==> config.mk <==
export PLATFORM = sky130hd
export DESIGN_NAME = bus_ctrl
export DESIGN_NICKNAME = d
export VERILOG_FILES = /design/src/rtl/bus_ctrl.sv
export SDC_FILE = /design/constraint.sdc
export NUM_CORES = 1
export LEC_CHECK = 0
export CAP_MARGIN = 20
export CORE_ASPECT_RATIO = 1.75
export CORE_MARGIN = 2
export CORE_UTILIZATION = 44
export DETAILED_ROUTE_END_ITERATION = 12
export GPL_TIMING_DRIVEN = 0
export HOLD_SLACK_MARGIN = 0.05
export PLACE_DENSITY = 0.79
export SETUP_SLACK_MARGIN = 0.2
export SLEW_MARGIN = 40
export SYNTH_ARGS = -nofsm -noshare
export SYNTH_HDL_FRONTEND = slang
export SYNTH_SLANG_ARGS = --single-unit
export TNS_END_PERCENT = 5
==> constraint.sdc <==
create_clock -name clk -period 2.6 [get_ports clk]
set_clock_uncertainty 0.2 [all_clocks]
set_input_delay 0.78 -clock clk [delete_from_list [all_inputs] [get_ports clk]]
set_output_delay 0.78 -clock clk [all_outputs]
set_load 0.02 [all_outputs]
==> src/rtl/bus_ctrl.sv <==
// bus_ctrl -- board-level bus cycle controller between the CPU core pins and
// memory / I/O devices.
//
// Converts the core strobes (rd/wr active-low, mem_io select) into a timed
// device cycle IDLE -> SETUP -> ACCESS -> HOLD -> DONE. It inserts programmable
// wait states (MEM_WS / IO_WS), extends I/O cycles until io_ready, and aborts
// I/O cycles after IO_TIMEOUT ACCESS cycles. It stalls the core through
// pin_wait and flags timeouts and rd+wr together on bus_error.
//
// Ports:
//   clk, arst        clock, synchronous active-low reset
//   address_bus      22-bit address from the core
//   data_bus_out     write data from the core
//   rd, wr           active-low read / write strobes from the core
//   mem_io           1 = memory, 0 = I/O
//   data_bus_in      registered read data returned to the core
//   pin_wait         1 stalls the core (SETUP and ACCESS)
//   dev_addr/wdata   address / write data latched for the devices
//   dev_rdata        read data from the devices
//   mem_*_n, io_*_n  active-low device strobes
//   io_ready         I/O device completion (ignored for memory)
//   bus_error        one-cycle pulse on I/O timeout or illegal strobes
module bus_ctrl #(
  parameter int MEM_WS     = 1,
  parameter int IO_WS      = 3,
  parameter int IO_TIMEOUT = 64
) (
  input  logic        clk,
  input  logic        arst,
  input  logic [21:0] address_bus,
  input  logic [7:0]  data_bus_out,
  input  logic        rd,
  input  logic        wr,
  input  logic        mem_io,
  output logic [7:0]  data_bus_in,
  output logic        pin_wait,
  output logic [21:0] dev_addr,
  output logic [7:0]  dev_wdata,
  input  logic [7:0]  dev_rdata,
  output logic        mem_ce_n,
  output logic        mem_oe_n,
  output logic        mem_we_n,
  output logic        io_ce_n,
  output logic        io_oe_n,
  output logic        io_we_n,
  input  logic        io_ready,
  output logic        bus_error
);

  localparam logic [3:0] MEM_WS_C  = 4'(MEM_WS);
  localparam logic [3:0] IO_WS_C   = 4'(IO_WS);
  // Timeout fires on the edge that ends the IO_TIMEOUT-th ACCESS cycle.
  localparam logic [7:0] TO_LAST_C = 8'(IO_TIMEOUT - 1);

  typedef enum logic [2:0] {
    S_IDLE,
    S_SETUP,
    S_ACCESS,
    S_HOLD,
    S_DONE
  } state_t;

  state_t      state, state_nxt;
  logic [3:0]  ws_cnt, ws_cnt_nxt;
  logic [7:0]  to_cnt, to_cnt_nxt;
  logic [7:0]  dbi_nxt;
  logic        err_nxt;
  logic        latch_req;
  logic        sel_mem;
  logic        is_read;

  logic        rd_req, wr_req, both_req;
  logic        ws_done, ready_ok, timed_out;

  assign rd_req    = !rd && wr;
  assign wr_req    = rd && !wr;
  assign both_req  = !rd && !wr;
  assign ws_done   = (ws_cnt == 4'd0);
  // Memory never waits on io_ready.
  assign ready_ok  = sel_mem || io_ready;
  assign timed_out = !sel_mem && (to_cnt == TO_LAST_C);

  always_comb begin
    state_nxt  = state;
    ws_cnt_nxt = ws_cnt;
    to_cnt_nxt = to_cnt;
    dbi_nxt    = data_bus_in;
    err_nxt    = 1'b0;
    latch_req  = 1'b0;
    case (state)
      S_IDLE: begin
        if (both_req) begin
          err_nxt   = 1'b1;
          state_nxt = S_DONE;
        end else if (rd_req || wr_req) begin
          latch_req = 1'b1;
          state_nxt = S_SETUP;
        end
      end
      S_SETUP: begin
        ws_cnt_nxt = sel_mem ? MEM_WS_C : IO_WS_C;
        to_cnt_nxt = 8'd0;
        state_nxt  = S_ACCESS;
      end
      S_ACCESS: begin
        // Normal completion wins over a timeout landing on the same edge.
        if (ws_done && ready_ok) begin
          state_nxt = S_HOLD;
          if (is_read) dbi_nxt = dev_rdata;
        end else if (timed_out) begin
          state_nxt = S_HOLD;
          err_nxt   = 1'b1;
          if (is_read) dbi_nxt = 8'hFF;
        end else begin
          if (!ws_done) ws_cnt_nxt = ws_cnt - 4'd1;
          if (!sel_mem) to_cnt_nxt = to_cnt + 8'd1;
        end
      end
      S_HOLD: begin
        state_nxt = S_DONE;
      end
      S_DONE: begin
        // One device cycle per strobe assertion: wait for full release.
        if (rd && wr) state_nxt = S_IDLE;
      end
      default: begin
        state_nxt = S_IDLE;
      end
    endcase
  end

  always_ff @(posedge clk) begin
    if (!arst) begin
      state       <= S_IDLE;
      ws_cnt      <= 4'd0;
      to_cnt      <= 8'd0;
      data_bus_in <= 8'd0;
      bus_error   <= 1'b0;
      dev_addr    <= 22'd0;
      dev_wdata   <= 8'd0;
      sel_mem     <= 1'b0;
      is_read     <= 1'b0;
    end else begin
      state       <= state_nxt;
      ws_cnt      <= ws_cnt_nxt;
      to_cnt      <= to_cnt_nxt;
      data_bus_in <= dbi_nxt;
      bus_error   <= err_nxt;
      if (latch_req) begin
        dev_addr  <= address_bus;
        dev_wdata <= data_bus_out;
        sel_mem   <= mem_io;
        is_read   <= !rd;
      end
    end
  end

  // Strobes decode from registered state and latched selects only.
  logic active, in_access;
  assign active    = (state == S_SETUP) || (state == S_ACCESS) || (state == S_HOLD);
  assign in_access = (state == S_ACCESS);

  assign pin_wait = (state == S_SETUP) || (state == S_ACCESS);
  assign mem_ce_n = !(active && sel_mem);
  assign io_ce_n  = !(active && !sel_mem);
  assign mem_oe_n = !(in_access && sel_mem && is_read);
  assign mem_we_n = !(in_access && sel_mem && !is_read);
  assign io_oe_n  = !(in_access && !sel_mem && is_read);
  assign io_we_n  = !(in_access && !sel_mem && !is_read);

endmodule

==> results of run 1 <==
[logic make-up (layout without fill, tap and decap cells)]
group / count (synthesis) / in the layout / share of synthesized area, %
simple gates: 127 / 127 / 26.04
fa+ha+maj: 5 / 5 / 2.563
buf+inv: 25 / 130 / 4.869
flops: 56 / 56 / 45.93
xor+xnor: 1 / 1 / 0.3589
mux: 2 / 2 / 0.8201
compound gates: 70 / 70 / 19.43
[final cells by class]
cell class	instances	area, sq um
clock inverters	2	16.27
multi-input cells	205	1251
well taps	74	92.59
inverters	7	26.28
flip-flops and latches	56	1126
plain buffers	18	112.6
fillers	422	1643
repair buffers	97	958.4
clock buffers	6	72.57
[registers in the layout, indices dropped and copies added, names as in the netlist]
| register | count |
|---|---|
| data_bus_in | 8 |
| state | 3 |
| dev_wdata | 8 |
| ws_cnt | 4 |
| dev_addr | 22 |
| sel_mem | 1 |
| to_cnt | 8 |
| bus_error | 1 |
| is_read | 1 |
[layer usage]
metal,vias up,wire (um)
met2,82,3549
met5,-,0
met4,0,153
li1,1212,-
met3,15,438
met1,1104,2353
[timing repair]
item                                   CTS  global route
hold buffers                             0             0
resized for setup                       34            21
endpoints found under the hold margin    0             0
setup buffers                            4             4
pin swaps                                3             3
setup endpoints to repair               38            39
[cells in the final DEF (no fill, tap or decap), drive strengths merged, types with 5 or more instances in the layout]
cell type and count:
nand2 75, dfxtp 56, clkdlybuf4s50 82, nand3 11, ha 5, a21oi 40, o221a 8, clkbuf 15
buf 21, inv 6, o21ai 5, nor2 10
[Yosys cell counts, drive strengths merged, types with 4 or more instances]
library cell and n:
a21oi 40, buf 6, clkbuf 12, dfxtp 56, ha 5, inv 6, nand2 75, nand3 11
nor2 10, nor3b 4, o21ai 5, o221a 8, or3 4
[through the flow]
| stage | hold WS, ns | total power, mW | instance area, sq um | setup slack, ns |
|---|---|---|---|---|
| finish | 0.2583 | 3.535 | 3656 | -0.1250 |
| global route | 0.2775 | 3.767 | 3656 | -0.1492 |
| CTS | 0.2614 | 3.367 | 3556 | -0.1465 |
| detailed placement | 0.2472 | 2.818 | 3425 | -0.4944 |
| global placement | 0.2412 | 2.789 | 3425 | -0.4639 |
| floorplan | 0.2334 | 2.192 | 2441 | 0.2835 |
[worst max path at each step]
| stage | end | slack (ns) | cells past startpoint | startpoint |
|---|---|---|---|---|
| floorplan | io_we_n | 0.28 | 4 | state[0] |
| global placement | dev_addr[9] | -0.46 | 7 | rd |
| detailed placement | dev_addr[9] | -0.49 | 7 | rd |
| CTS | io_we_n | -0.15 | 5 | state[0] |
| global route | io_we_n | -0.15 | 5 | state[0] |
| finish | io_we_n | -0.13 | 5 | state[0] |
[worst max-delay path, delay by kind of cell, from the launching register on]
kind,cells,cell delay [ns]
simple gates,2,0.70
buf+inv,3,0.39
flops,1,0.34
[power groups by stage]
stage / registers, mW / clock network, mW / logic [mW]
after floorplan: 1.31 / 0 / 0.881
after global placement: 1.16 / 0 / 1.63
after detailed placement: 1.17 / 0 / 1.65
after CTS: 1.16 / 0.487 / 1.72
after global routing: 1.19 / 0.531 / 2.05
final: 1.17 / 0.476 / 1.89
==> results.json, run 1 <==
{
  "firstDrtPassIters": 4,
  "whs_path_depth": 2,
  "antenna_cells": 0,
  "min_to": "dev_addr[2]",
  "io_pins": 90,
  "synth_top_area_share_pct": 45.93,
  "drc_errors": 0,
  "final_cells": 465,
  "slew_headroom_pct": 59.36,
  "cp-start-kind": "register",
  "routedWlPerCell_um": 13.97,
  "synth_edf_count": 0,
  "ant_nets": 0,
  "p_leak_nw": 1.338,
  "synth_area_sq_um": 2441,
  "cp-end-kind": "output port",
  "first_global_vias": 2383,
  "run_status": "finished with violations",
  "crit_type": "register to output port",
  "die_area_sq_um": 6183,
  "violations": "setup timing",
  "start_util_pct": 46.07,
  "timing_hold_violations_final": 0,
  "worstReg2RegStart": "ws_cnt[0]",
  "cts_buffers": 5,
  "synth-seq-area-share_pct": 45.93,
  "hold_path_class": "register to register",
  "swShare_pct": 40.68,
  "worst_slack_ns": -0.1250,
  "period_share_pct": 104.8,
  "regToRegEndpoint": "to_cnt[2]",
  "htreeDepth": 2,
  "dr.first_iter.drc_count": 51,
  "clkTransAtPathRegs_ns": 0.10,
  "setup_viol": 4,
  "port_buffers": 89,
  "die_x_um": 60.31,
  "hpwl_um": 4858,
  "max_stage_delay_ns": 0.38,
  "setup_tns_ns": -0.2961,
  "rr_worst_depth": 7,
  "gp_congestion": 0.8253,
  "cp_common_cell": "buf_6",
  "rows": 35,
  "core_sq_um": 5299,
  "die_h_um": 102.5,
  "grt_pass1_wl_um": 10380,
  "cellInternalPower_mw": 2.097,
  "vias": 2413,
  "cp.arrival_ns": 1.75,
  "grt_use_met2_pct": 40.05,
  "clock-root-buffer": "clkbuf_8",
  "synth_nets": 335,
  "cts_tree": "done",
  "tightest_slew_ns": 0.6096,
  "irDropWorstVdd_mv": 0.5168,
  "cp_data_required_time_ns": 1.62,
  "async_reset_ff_share_pct": 0,
  "antenna_found_initial": 0,
  "cpMaxStageDelayCell": "or3b_4",
  "synth_flop_cell": "dfxtp_1",
  "clock_latency_ns": 0.31,
  "crit_chain": "buf_6, or3b_4, buf_6, or3_4, buf_6",
  "powerDensity_nw_per_um2": 966.9,
  "fin_util_pct": 69.00,
  "period_minus_slack_ns": 2.725,
  "path_max_fanout": 5,
  "rsz0062_at_grt": "yes",
  "pwr-share-comb_pct": 53.6,
  "globalRouteMet1Util_pct": 21.59,
  "overflow": 0,
  "dp.cells": 449,
  "finalNetCount": 439,
  "rrSetupSlack_ns": 0.43,
  "maxCapViolations": 0,
  "power.switching_mw": 1.438,
  "ys_top_cells_by_area": "dfxtp_1 (46%), nand2_1 (12%), a21oi_1 (8.0%), o221a_2 (3.7%), ha_1 (2.6%)",
  "ys_types": 50,
  "yosysTopAreaCell": "dfxtp_1",
  "min_from": "dev_addr[2]",
  "max_freq_mhz": 367.0,
  "grt_max_degree": 18,
  "use_met3_pct": 5.897,
  "synth-seq-cells": 56,
  "p_clk_share_pct": 13.5,
  "routed_via_density": 5.189,
  "wl_um": 6495,
  "avgSynthCellArea_sq_um": 8.535,
  "slew_viol_final": 0,
  "cts_sinks": 56,
  "grt_usage_pct": 21.62,
  "p_seq_share_pct": 33.0,
  "final_layout_size_suffix_gt1_share_pct": 14.58,
  "synth_cells": 286,
  "yosys_warnings": 0,
  "top_usage_layer": "met2",
  "area_growth_pct": 49.77,
  "clockBufferDepth": 2
}
Note: power is estimated with default switching activity, not from simulation.
==> run 2: changes to the inputs <==
Settings changed: CORE_ASPECT_RATIO 1.75 to default, GPL_TIMING_DRIVEN 0 to default.
Clock period 2.6 ns to 2.7 ns, I/O delays scaled along.
==> run 2 against run 1 <==
Net effect: the run now ends clean; critical path type unchanged; largest cell class unchanged; final cell count shrank 2.4%; combinational power shrank 11%; wire length shrank 5.5%; power shrank 8.1%; cell area shrank 2.7%; first-iteration DRC count grew 120%; clock power shrank 2%; critical path depth is the same; non-clock buffer count shrank 9; global-route usage shrank 1.3 points; die area shrank 0.37%; worst setup slack gained 0.25 ns.
==> results.json, run 2 (synthesis results as in run 1) <==
{
  "run_status": "finished clean",
  "worst_slack_ns": 0.1277,
  "fin_util_pct": 65.42,
  "final_cell_mix": "clkdlybuf4s50_1 (82), nand2_1 (75), dfxtp_1 (56)",
  "total_power_mw": 3.249,
  "stdcell_area_sq_um": 3558,
  "firstDrtPassIters": 4,
  "max_stage_delay_ns": 0.33,
  "holdWs_ns": 0.2578,
  "period_share_pct": 95.27,
  "slew_viol_final": 0,
  "rows": 27,
  "crit_type": "register to output port",
  "clockBufferDepth": 2,
  "largest_reg_flops": 22,
  "worst-path-buf-inv": 3,
  "hpwl_um": 4455,
  "post_cts_buffers": 0,
  "hold_path_class": "register to register",
  "grt_pass1_wl_um": 10100,
  "vias": 2333,
  "clkTransAtPathRegs_ns": 0.10,
  "path_max_fanout": 8,
  "powerDensity_nw_per_um2": 913.2,
  "grt_max_degree": 32,
  "irDropWorstVdd_mv": 0.5088,
  "cp_common_cell": "buf_4",
  "clock-root-buffer": "clkbuf_8",
  "grt_usage_pct": 20.31,
  "core_sq_um": 5439,
  "clock_latency_ns": 0.31,
  "ant_nets": 0,
  "cp-end-kind": "output port",
  "cp.arrival_ns": 1.56,
  "start_util_pct": 44.88,
  "htreeDepth": 2,
  "antenna_found_initial": 0,
  "tightest_slew_ns": 0.4458,
  "placed_area_sq_um": 3478,
  "first_global_vias": 2222,
  "die_x_um": 78.49,
  "final_cells": 454,
  "port_buffers": 89,
  "area_growth_pct": 45.77,
  "cp_top_family": "buffers and inverters",
  "final_common_cell": "clkdlybuf4s50_1",
  "max_freq_mhz": 388.8,
  "timing_hold_violations_final": 0,
  "die_area_sq_um": 6160,
  "dp.cells": 446,
  "io_pins": 90,
  "antenna_cells": 0,
  "cts_buffers": 5,
  "slew_headroom_pct": 70.21,
  "crit_chain": "buf_4, nor3b_2, buf_4, nand3b_1, dlygate4sd2_1",
  "gp_congestion": 0.8061,
  "rsz0062_at_grt": "yes",
  "setup_viol": 0,
  "p_leak_nw": 1.317,
  "holdBufCountCts": 0,
  "final_layout_size_suffix_gt1_share_pct": 12.04,
  "cp-start-kind": "register",
  "setup_tns_ns": 0,
  "regMostFlops": "dev_addr",
  "die_h_um": 78.49,
  "cts_tree": "done",
  "nFillCells": 452,
  "cts_sinks": 56,
  "wl_um": 6139,
  "routedWlPerCell_um": 13.52,
  "dr.first_iter.drc_count": 113,
  "period_minus_slack_ns": 2.572,
  "cpMaxStageDelayCell": "dfxtp_1",
  "drc_errors": 0,
  "routed_via_density": 5.139,
  "place_ws_ns": 0.02190,
  "finalNetCount": 430,
  "cp_data_required_time_ns": 1.69,
  "overflow": 0,
  "maxCapViolations": 0
}
[run 2: changes by cell type in the layout (fill, tap and decap cells not counted), sizes merged]
cell,delta
clkinv,+1
clkbuf,-6
dlygate4sd2,-1
buf,-4
clkdlybuf4s15,+2
clkinvlp,-1
[run 2: path summary, 6_finish.rpt]
path | startpoint | end | slack, ns | cells past startpoint
max | state[1] | mem_we_n | 0.13 | 5
min | dev_wdata[4] | dev_wdata[4] | 0.26 | 2
max reg2reg | ws_cnt[0] | data_bus_in[6] | 0.42 | 6
min reg2reg | dev_wdata[4] | dev_wdata[4] | 0.26 | 2
[run 2: where the power goes]
part           switching [mW]  internal [mW]
logic                   0.945          0.732
registers               0.105           1.00
clock network           0.262          0.205
[run 2: layer usage]
metal / share of wire, % / track usage, % / up-vias
met1: 45 / 25.02 / 1060
met4: 1.2 / 6.667 / 0
li1: - / - / 1194
met3: 8.3 / 7.931 / 7
met2: 46 / 32.59 / 72
met5: 0 / 0 / -
[run 2: cell type report]
type,count,area [sq um],area share [%]
well taps,72,90.09,2.532
inverters,7,26.28,0.7384
clock buffers,6,82.58,2.321
repair buffers,106,1013,28.48
multi-input cells,205,1215,34.14
flip-flops and latches,56,1121,31.51
clock inverters,2,10.01,0.2813
[run 2: timing repair]
action                     in CTS  in global routing
gates resized for setup         7                  9
setup endpoints to repair       7                  7
pin swaps                       0                  0
[run 2: worst register-to-register path, cell delays in order (launching register included)]
cell	delay (ns)
dfxtp_1	0.35
inv_1	0.09
ha_1	0.22
nor3b_1	0.42
o21a_1	0.30
nand3_1	0.27
o221a_2	0.33
==> run 3: changes to the inputs <==
Settings changed: CORE_MARGIN 2 to default.
==> run 3 against run 2 <==
Net effect: hold slack worse by 0.0025 ns; final cell count is 0.66% lower; die area down 5.0%; non-clock buffer count decreased by 1; fmax grew 0.75%; critical path depth down 2; largest power group unchanged; first-iteration DRC count up 30%.
==> results.json, run 3 (synthesis results as in run 1) <==
{
  "io_pins": 90,
  "cp.arrival_ns": 1.54,
  "powerDensity_nw_per_um2": 917.0,
  "path_max_fanout": 3,
  "nFillCells": 433,
  "grt_usage_pct": 20.83,
  "cts_sinks": 56,
  "firstDrtPassIters": 4,
  "worst-path-buf-inv": 1,
  "worst_slack_ns": 0.1469,
  "rows": 26,
  "irDropWorstVdd_mv": 0.4592,
  "routed_via_density": 5.237,
  "period_share_pct": 94.56,
  "area_growth_pct": 46.28,
  "die_area_sq_um": 5850,
  "hold_path_class": "register to register",
  "rsz0062_at_grt": "yes",
  "setup_tns_ns": 0,
  "first_global_vias": 2152,
  "maxCapViolations": 0,
  "gp_congestion": 0.7931,
  "wl_um": 5906,
  "final_cells": 451,
  "dp.cells": 443,
  "clock_latency_ns": 0.31,
  "p_leak_nw": 1.309,
  "run_status": "finished clean",
  "timing_hold_violations_final": 0,
  "start_util_pct": 46.61,
  "final_layout_size_suffix_gt1_share_pct": 12.86,
  "slew_headroom_pct": 73.06,
  "final_common_cell": "clkdlybuf4s50_1",
  "clkTransAtPathRegs_ns": 0.10,
  "antenna_found_initial": 0,
  "cp-startpoint": "state[0]",
  "routedWlPerCell_um": 13.10,
  "overflow": 0,
  "vias": 2362,
  "clockBufferDepth": 2,
  "cts_buffers": 5,
  "regMostFlops": "dev_addr",
  "cts_tree": "done",
  "htreeDepth": 2,
  "largest_reg_flops": 22,
  "crit_type": "register to output port",
  "cp-start-kind": "register",
  "regArea_sq_um": 1122,
  "post_cts_buffers": 0,
  "cp-end-kind": "output port",
  "grt_max_degree": 32,
  "period_minus_slack_ns": 2.553,
  "tightest_slew_ns": 0.4033,
  "holdWs_ns": 0.2553,
  "ant_nets": 0,
  "total_power_mw": 3.275,
  "setup_viol": 0,
  "die_h_um": 76.49,
  "multi_input_area_sq_um": 1220,
  "slew_viol_final": 0,
  "finalNetCount": 429,
  "min_from": "dev_addr[8]",
  "die_x_um": 76.49,
  "hpwl_um": 4216,
  "clock-root-buffer": "clkbuf_8",
  "final_cell_mix": "clkdlybuf4s50_1 (82), nand2_1 (75), dfxtp_1 (55)",
  "grt_pass1_wl_um": 9998,
  "cpMaxStageDelayCell": "or3b_4",
  "max_freq_mhz": 391.7,
  "antenna_cells": 0,
  "crit_chain": "or3b_4, or3_1, buf_2",
  "place_ws_ns": 0.02068,
  "cp_data_required_time_ns": 1.69,
  "cp_top_family": "simple AND/OR/NAND/NOR gates",
  "core_sq_um": 5238,
  "max_stage_delay_ns": 0.43,
  "drc_errors": 0,
  "dr.first_iter.drc_count": 147,
  "worstReg2RegStart": "ws_cnt[0]",
  "holdBufCountCts": 0,
  "port_buffers": 89
}
[run 3: cell count changes in the layout (fill, tap and decap cells not counted), moves of 2 or more]
| cell | delta |
|---|---|
| clkinv_2 | -2 |
| buf_4 | -2 |
| buf_2 | +3 |
| clkdlybuf4s15_1 | -2 |
| clkbuf_2 | -3 |
[run 3: layout make-up]
cell class	instances	share of cell area (%)
clock inverter	1	0.2102
sequential	56	31.43
inverter	7	0.7358
tap	70	2.453
timing repair buffer	105	28.59
clock buffer	7	2.418
multi-input combinational	205	34.16
[run 3: power by group]
group,switching (mW),internal [mW],leakage [nW]
Combinational,0.933,0.754,0.807
Sequential,0.111,1.00,0.457
Clock,0.266,0.209,0.0445
Total,1.31,1.96,1.31
[run 3: worst reg2reg max path, delay by kind of cell, from the launching register on]
kind	cells	cell delay, ns
compound gates	2	0.64
fa+ha+maj	1	0.20
buf+inv	1	0.08
flops	1	0.34
simple gates	2	0.66
[run 3: timing repair]
action                     4_1_cts  5_1_grt
hold endpoints to repair         0        0
gates resized for setup         27        0
setup endpoints to repair        7        6
pin swaps                        0        0
[run 3: per-layer routing]
metal,GRT usage (%),vias up,wire length (um)
met5,0,-,0
li1,-,1191,-
met2,31.98,100,2675
met1,28.00,1065,2667
met4,4.615,0,51
met3,7.305,6,513
[run 3: worst paths after layout]
path | to | slack [ns] | cells after the start
worst max-delay path | io_we_n | 0.15 | 3
worst min-delay path | dev_addr[8] | 0.26 | 2
worst max register to register | data_bus_in[4] | 0.48 | 6
worst min register to register | dev_addr[8] | 0.26 | 2
[run 3: metrics by stage]
step           utilization, %  area [sq um]
6_report                68.18          3571
5_1_grt                 68.18          3571
4_1_cts                 68.18          3571
3_5_place_dp            66.46          3481
3_3_place_gp            66.46          3481
2_1_floorplan               -          2441
